### config.mk
export PLATFORM = sky130hd
export DESIGN_NAME = sap1_program_loader_flat
export DESIGN_NICKNAME = d
export VERILOG_FILES = /design/src/rtl/sap1_program_loader_if.sv /design/src/rtl/sap1_program_loader.sv /design/src/flat_wrapper.sv
export SDC_FILE = /design/constraint.sdc
export NUM_CORES = 1
export LEC_CHECK = 0
export CAP_MARGIN = 5
export CORE_AREA = 2 2 51 101
export DETAILED_ROUTE_END_ITERATION = 10
export DIE_AREA = 0 0 53 103
export GPL_TIMING_DRIVEN = 0
export PLACE_DENSITY_LB_ADDON = 0.05
export SYNTH_ARGS = -nofsm -noshare
export SYNTH_HDL_FRONTEND = slang
export SYNTH_SLANG_ARGS = --single-unit
export TNS_END_PERCENT = 1
### constraint.sdc
create_clock -name clk -period 6.5 [get_ports clk]
set_input_delay 1.3 -clock clk [delete_from_list [all_inputs] [get_ports clk]]
set_output_delay 1.3 -clock clk [all_outputs]
set_load 0.02 [all_outputs]
### src/rtl/sap1_program_loader_if.sv
// Byte-source and memory-port signals shared by the SAP-1 program loader.
// The master side is the loader itself; the slave side is the source/memory.
interface sap1_program_loader_if #(
    parameter int ADDR_W = 4,
    parameter int DATA_W = 8
);
    logic              in_valid;
    logic [DATA_W-1:0] in_data;
    logic              in_ready;
    logic [ADDR_W-1:0] mem_addr;
    logic [DATA_W-1:0] mem_wdata;
    logic              mem_write;
    logic              mem_read;
    logic [DATA_W-1:0] mem_rdata;

    modport master (
        input  in_valid, in_data, mem_rdata,
        output in_ready, mem_addr, mem_wdata, mem_write, mem_read
    );

    modport slave (
        output in_valid, in_data, mem_rdata,
        input  in_ready, mem_addr, mem_wdata, mem_write, mem_read
    );
endinterface

### src/rtl/sap1_program_loader.sv
// Streams a program image into the SAP-1 memory, reads it back to verify the
// checksum, and holds the CPU in reset until a verified load has completed.
module sap1_program_loader #(
    parameter int ADDR_W = 4,
    parameter int DATA_W = 8,
    parameter int DEPTH  = 16,
    parameter int RD_LAT = 1
) (
    input  logic                  clk,
    input  logic                  reset,
    input  logic                  start,
    sap1_program_loader_if.master bus,
    output logic                  cpu_reset,
    output logic                  load_done,
    output logic                  load_error,
    output logic [DATA_W-1:0]     checksum
);
    localparam logic [2:0] S_IDLE        = 3'd0;
    localparam logic [2:0] S_LOAD        = 3'd1;
    localparam logic [2:0] S_VERIFY_REQ  = 3'd2;
    localparam logic [2:0] S_VERIFY_WAIT = 3'd3;
    localparam logic [2:0] S_DONE        = 3'd4;
    localparam logic [2:0] S_ERROR       = 3'd5;

    localparam int                WAIT_W    = (RD_LAT > 1) ? $clog2(RD_LAT) : 1;
    localparam logic [ADDR_W-1:0] LAST_ADDR = ADDR_W'(DEPTH - 1);
    localparam logic [WAIT_W-1:0] WAIT_LAST = WAIT_W'(RD_LAT - 1);

    logic [2:0]        state_q, state_d;
    logic [ADDR_W-1:0] cnt_q, cnt_d;
    logic [WAIT_W-1:0] wait_q, wait_d;
    logic [DATA_W-1:0] checksum_q, checksum_d;
    logic [DATA_W-1:0] rsum_q, rsum_d;
    logic              in_ready_q, in_ready_d;
    logic [ADDR_W-1:0] mem_addr_q, mem_addr_d;
    logic [DATA_W-1:0] mem_wdata_q, mem_wdata_d;
    logic              mem_write_q, mem_write_d;
    logic              mem_read_q, mem_read_d;
    logic              cpu_reset_q, cpu_reset_d;
    logic              load_done_q, load_done_d;
    logic              load_error_q, load_error_d;

    // NOTE: every variable gets a default first so no path leaves it unassigned,
    // which would otherwise infer a latch.
    always_comb begin
        state_d     = state_q;
        cnt_d       = cnt_q;
        wait_d      = wait_q;
        checksum_d  = checksum_q;
        rsum_d      = rsum_q;
        in_ready_d  = in_ready_q;
        mem_addr_d  = mem_addr_q;
        mem_wdata_d = mem_wdata_q;
        mem_write_d = 1'b0;
        mem_read_d  = 1'b0;

        case (state_q)
            S_IDLE, S_DONE, S_ERROR: begin
                if (start) begin
                    state_d    = S_LOAD;
                    cnt_d      = '0;
                    checksum_d = '0;
                    rsum_d     = '0;
                    in_ready_d = 1'b1;
                end
            end
            S_LOAD: begin
                // in_ready low here means the final write is on the bus this cycle.
                if (!in_ready_q) begin
                    state_d    = S_VERIFY_REQ;
                    cnt_d      = '0;
                    mem_read_d = 1'b1;
                    mem_addr_d = '0;
                end else if (bus.in_valid) begin
                    mem_write_d = 1'b1;
                    mem_addr_d  = cnt_q;
                    mem_wdata_d = bus.in_data;
                    checksum_d  = checksum_q + bus.in_data;
                    cnt_d       = cnt_q + 1'b1;
                    if (cnt_q == LAST_ADDR) begin
                        in_ready_d = 1'b0;
                    end
                end
            end
            S_VERIFY_REQ: begin
                state_d = S_VERIFY_WAIT;
                wait_d  = '0;
            end
            S_VERIFY_WAIT: begin
                if (wait_q == WAIT_LAST) begin
                    rsum_d = rsum_q + bus.mem_rdata;
                    if (cnt_q == LAST_ADDR) begin
                        state_d = (rsum_d == checksum_q) ? S_DONE : S_ERROR;
                    end else begin
                        // Strobe the next read as the state re-enters VERIFY_REQ.
                        state_d    = S_VERIFY_REQ;
                        cnt_d      = cnt_q + 1'b1;
                        mem_read_d = 1'b1;
                        mem_addr_d = cnt_q + 1'b1;
                    end
                end else begin
                    wait_d = wait_q + 1'b1;
                end
            end
            default: state_d = S_IDLE;
        endcase

        cpu_reset_d  = (state_d != S_DONE);
        load_done_d  = (state_d == S_DONE);
        load_error_d = (state_d == S_ERROR);
    end

    // NOTE: sequential state uses non-blocking assignments so every flop samples
    // the pre-edge values regardless of statement order.
    always_ff @(posedge clk) begin
        if (reset) begin
            state_q      <= S_IDLE;
            cnt_q        <= '0;
            wait_q       <= '0;
            checksum_q   <= '0;
            rsum_q       <= '0;
            in_ready_q   <= 1'b0;
            mem_addr_q   <= '0;
            mem_wdata_q  <= '0;
            mem_write_q  <= 1'b0;
            mem_read_q   <= 1'b0;
            cpu_reset_q  <= 1'b1;
            load_done_q  <= 1'b0;
            load_error_q <= 1'b0;
        end else begin
            state_q      <= state_d;
            cnt_q        <= cnt_d;
            wait_q       <= wait_d;
            checksum_q   <= checksum_d;
            rsum_q       <= rsum_d;
            in_ready_q   <= in_ready_d;
            mem_addr_q   <= mem_addr_d;
            mem_wdata_q  <= mem_wdata_d;
            mem_write_q  <= mem_write_d;
            mem_read_q   <= mem_read_d;
            cpu_reset_q  <= cpu_reset_d;
            load_done_q  <= load_done_d;
            load_error_q <= load_error_d;
        end
    end

    assign bus.in_ready  = in_ready_q;
    assign bus.mem_addr  = mem_addr_q;
    assign bus.mem_wdata = mem_wdata_q;
    assign bus.mem_write = mem_write_q;
    assign bus.mem_read  = mem_read_q;
    assign cpu_reset     = cpu_reset_q;
    assign load_done     = load_done_q;
    assign load_error    = load_error_q;
    assign checksum      = checksum_q;

endmodule

### src/flat_wrapper.sv
// flat-port wrapper written by rule: the top's interface ports become plain ports
module sap1_program_loader_flat 
#(
    parameter int ADDR_W = 4,
    parameter int DATA_W = 8,
    parameter int DEPTH  = 16,
    parameter int RD_LAT = 1
)
  (clk, reset, start, cpu_reset, load_done, load_error, checksum, bus_in_valid, bus_in_data, bus_mem_rdata, bus_in_ready, bus_mem_addr, bus_mem_wdata, bus_mem_write, bus_mem_read);
  sap1_program_loader_if #(.ADDR_W(ADDR_W), .DATA_W(DATA_W)) bus_i ();
  input  logic clk;
  input  logic reset;
  input  logic start;
  output logic cpu_reset;
  output logic load_done;
  output logic load_error;
  output logic [DATA_W-1:0] checksum;
  input wire logic [$bits(bus_i.in_valid)-1:0] bus_in_valid;
  input wire logic [$bits(bus_i.in_data)-1:0] bus_in_data;
  input wire logic [$bits(bus_i.mem_rdata)-1:0] bus_mem_rdata;
  output wire logic [$bits(bus_i.in_ready)-1:0] bus_in_ready;
  output wire logic [$bits(bus_i.mem_addr)-1:0] bus_mem_addr;
  output wire logic [$bits(bus_i.mem_wdata)-1:0] bus_mem_wdata;
  output wire logic [$bits(bus_i.mem_write)-1:0] bus_mem_write;
  output wire logic [$bits(bus_i.mem_read)-1:0] bus_mem_read;
  assign bus_i.in_valid = bus_in_valid;
  assign bus_i.in_data = bus_in_data;
  assign bus_i.mem_rdata = bus_mem_rdata;
  assign bus_in_ready = bus_i.in_ready;
  assign bus_mem_addr = bus_i.mem_addr;
  assign bus_mem_wdata = bus_i.mem_wdata;
  assign bus_mem_write = bus_i.mem_write;
  assign bus_mem_read = bus_i.mem_read;
  sap1_program_loader #(.ADDR_W(ADDR_W), .DATA_W(DATA_W), .DEPTH(DEPTH), .RD_LAT(RD_LAT)) u_core (.clk(clk), .reset(reset), .start(start), .bus(bus_i), .cpu_reset(cpu_reset), .load_done(load_done), .load_error(load_error), .checksum(checksum));
endmodule
==> impl_metrics.toml <==
[logic_synthesis]
synth-async-reset-ratio = 0
synth_area_leader_cell = "dfxtp_1"
synth_seq_cells = 41
syn_inst = 322
synth.top_cell.area_share = 0.313
synth_compound_area_frac = 0.209
ys_types = 58
synthMuxAreaShare = 0.0191
synth-adder-area-share = 0.0868
syn_nets = 359
yosys.area_share.simple = 0.266
yosysSeqAreaShare = 0.313
synth_xor_area_frac = 0.0520
yosys_most_used_dff = "dfxtp_1"
yosysWarnings = 0
synth_edf_count = 0
synth_top_family_by_area = "simple AND/OR/NAND/NOR gates"
netlist_top_cells_area = "dfxtp_1 (31%), ha_1 (7.2%), a21oi_1 (6.3%)"
synth_area_per_cell_um2 = 8.15
syn-cell-area_um2 = 2620

[hold_path]
hold_path.class = "flop to flop"

[worst_setup_path]
rr_worst_depth = 9
start_kind = "input port"
r2r-start = "u_core.rsum_q[0]$_SDFFE_PP0P_"
endpoint = "u_core.cpu_reset$_SDFF_PP1_"
cp-startpoint = "bus_mem_rdata[0]"
arrival_ns = 3.66
critical_path_class = "input port to flop"
required_ns = 6.67
r2r_end = "u_core.cpu_reset$_SDFF_PP1_"
crit_path_end_kind = "flop"
crit_path_max_fanout = 4
ff2ff_setup_slack_ns = 4.13

[floorplan]
core_um2 = 4730
die_height_um = 103
rows = 36
initial_core_util = 0.555
dieWidth_um = 53
io_pins = 46
dieArea_um2 = 5460

[grt]
grt_pass1_vias = 2407
grt_util_all_layers = 0.264
grt_pass1_wl_mm = 11.0
grt_overflow = 0
antenna_found_initial = 0
grt_max_degree = 12

[run]
drv_cap = 0

[sta]
worst_pin_slew_ns = 0.588
setup_ws_ns = 3.01
fin_skew_ns = 0.00878
setup_viol = 0
slew_headroom = 0.608
fin_setup_tns_ns = 0
rsz0062_at_grt = "false"
timing.fmax_mhz = 286
finalCritPeriodShare = 0.537
slew_viol_final = 0
finalHoldViolCount = 0
min_period_ns = 3.49

[clock_tree]
cts_root_buffer = "clkbuf_8"
cts_tree = "done"
cts_resized = 0
clock_latency_ns = 0.29
post_cts_buffers = 0
ctsHoldBuffers = 0
h-tree-depth = 2
clock_sinks = 41
cts_buffers = 5
cts.clk_slew.worst_paths_ns = 0.07
cts_max_path_buffers = 2

[final_layout]
final_nets = 410
area_delta_synth_final_pct = 22.8
drive_gt1_frac = 0.0777
finish.utilization = 0.681
n_antenna_cell = 0
final_cell_mix = "clkdlybuf4s50_1 (44), dfxtp_1 (41), nand2_1 (33), a21oi_1 (33), nor2_1 (30)"
postLayoutCellArea_um2 = 3220
layout_commonest_cell = "clkdlybuf4s50_1"

[place]
port_buffers = 44
place_congestion = 0.893
placed_cell_area_um2 = 3140
pre_cts_ws_ns = 2.68
dp_hpwl_mm = 5.06

[drt]
routed_via_density = 5.92
wl_per_cell_um = 15.7
dr.pass1.iters = 4
ant_nets = 0
remaining_drc_errors = 0
routed_wl_mm = 6.73
vias = 2545
first_iter_violations = 77

[power_and_ir_drop]
peakVddDrop_mv = 0.178
total_power_mw = 0.572
p_per_area_nw_per_um2 = 177
p_leak_nw = 1.22

[run_status]
status = "complete, no violations"
[flip-flops by register name, summed over array words and instances (netlist names), 3 cells and up]
signal,count
u_core.state_q,3
u_core.checksum,8
u_core.bus.mem_wdata,8
u_core.bus.mem_addr,4
u_core.rsum_q,8
u_core.cnt_q,4
[cell usage after synthesis, drive strengths merged (3+ instances only)]
cell type and number:
o21bai 3, nor3b 7, xor2 4, nand3 15
nor4 5, mux2i 5, inv 8, a22oi 6
clkbuf 6, nor2 30, nor3 9, xnor2 9
nand2b 3, ha 15, and2 5, nor4b 3
nor2b 9, a21oi 34, dfxtp 41, buf 15
a21o 5, nand2 33, o21ai 12
[cells by family (layout without fill, tap and decap cells)]
logic type,count (synthesis),in the layout
AOI/OAI and AO/OA,83,83
xor gates and xnor gates,14,14
adders and majority gates,17,17
buffers and inverters,29,80
DFF,41,41
muxes,5,5
and+or+nand+nor,133,133
[power breakdown]
group / switching [mW] / internal [mW] / leakage, nW
Clock: 0.0862 / 0.0844 / 0.0443
Combinational: 0.0770 / 0.0593 / 0.846
Sequential: 0.00641 / 0.258 / 0.332
Total: 0.170 / 0.402 / 1.22
[worst max-delay path, stage by stage]
cell and delay [ns]:
clkdlybuf4s50_1 0.46, ha_1 0.18, inv_1 0.06, fa_1 0.40, xnor2_1 0.32, xnor2_1 0.18, nand4_2 0.12, nor4_2 0.27
o2111a_2 0.30, o21ai_1 0.07
[per-stage QoR]
step,hold WS (ns),instances
after floorplan,0.458,322
after global placement,0.444,423
after detailed placement,0.452,423
after CTS,0.462,430
after global routing,0.481,430
final,0.455,430
[worst min-delay path by stage]
stage / start / endpoint / slack, ns / depth (start not counted)
after floorplan: u_core.rsum_q[4]$_SDFFE_PP0P_ / u_core.rsum_q[4]$_SDFFE_PP0P_ / 0.46 / 2
after global placement: u_core.bus.mem_wdata[4]$_SDFFE_PP0P_ / u_core.bus.mem_wdata[4]$_SDFFE_PP0P_ / 0.44 / 2
after detailed placement: u_core.bus.mem_wdata[7]$_SDFFE_PP0P_ / u_core.bus.mem_wdata[7]$_SDFFE_PP0P_ / 0.45 / 2
after CTS: u_core.bus.mem_wdata[7]$_SDFFE_PP0P_ / u_core.bus.mem_wdata[7]$_SDFFE_PP0P_ / 0.46 / 2
after global routing: u_core.bus.mem_addr[1]$_SDFFE_PP0P_ / u_core.bus.mem_addr[1]$_SDFFE_PP0P_ / 0.48 / 2
final: u_core.bus.mem_addr[1]$_SDFFE_PP0P_ / u_core.bus.mem_addr[1]$_SDFFE_PP0P_ / 0.46 / 2
[layout make-up]
type | count | area, um2
plain buffers | 21 | 113
clock buffers | 7 | 86.3
fillers | 421 | 1510
flip-flops and latches | 41 | 821
multi-input cells | 252 | 1660
inverters | 8 | 30.0
repair buffers | 44 | 440
well taps | 57 | 71.3
[routing by layer]
layer / routed length (um) / global-route usage / part of all wire
met1: 2820 / 0.304 / 0.42
met4: 235 / 0.120 / 0.035
met5: 0 / 0 / 0
met3: 174 / 0.0333 / 0.026
met2: 3510 / 0.469 / 0.52
(Power assumes the default switching activity.)
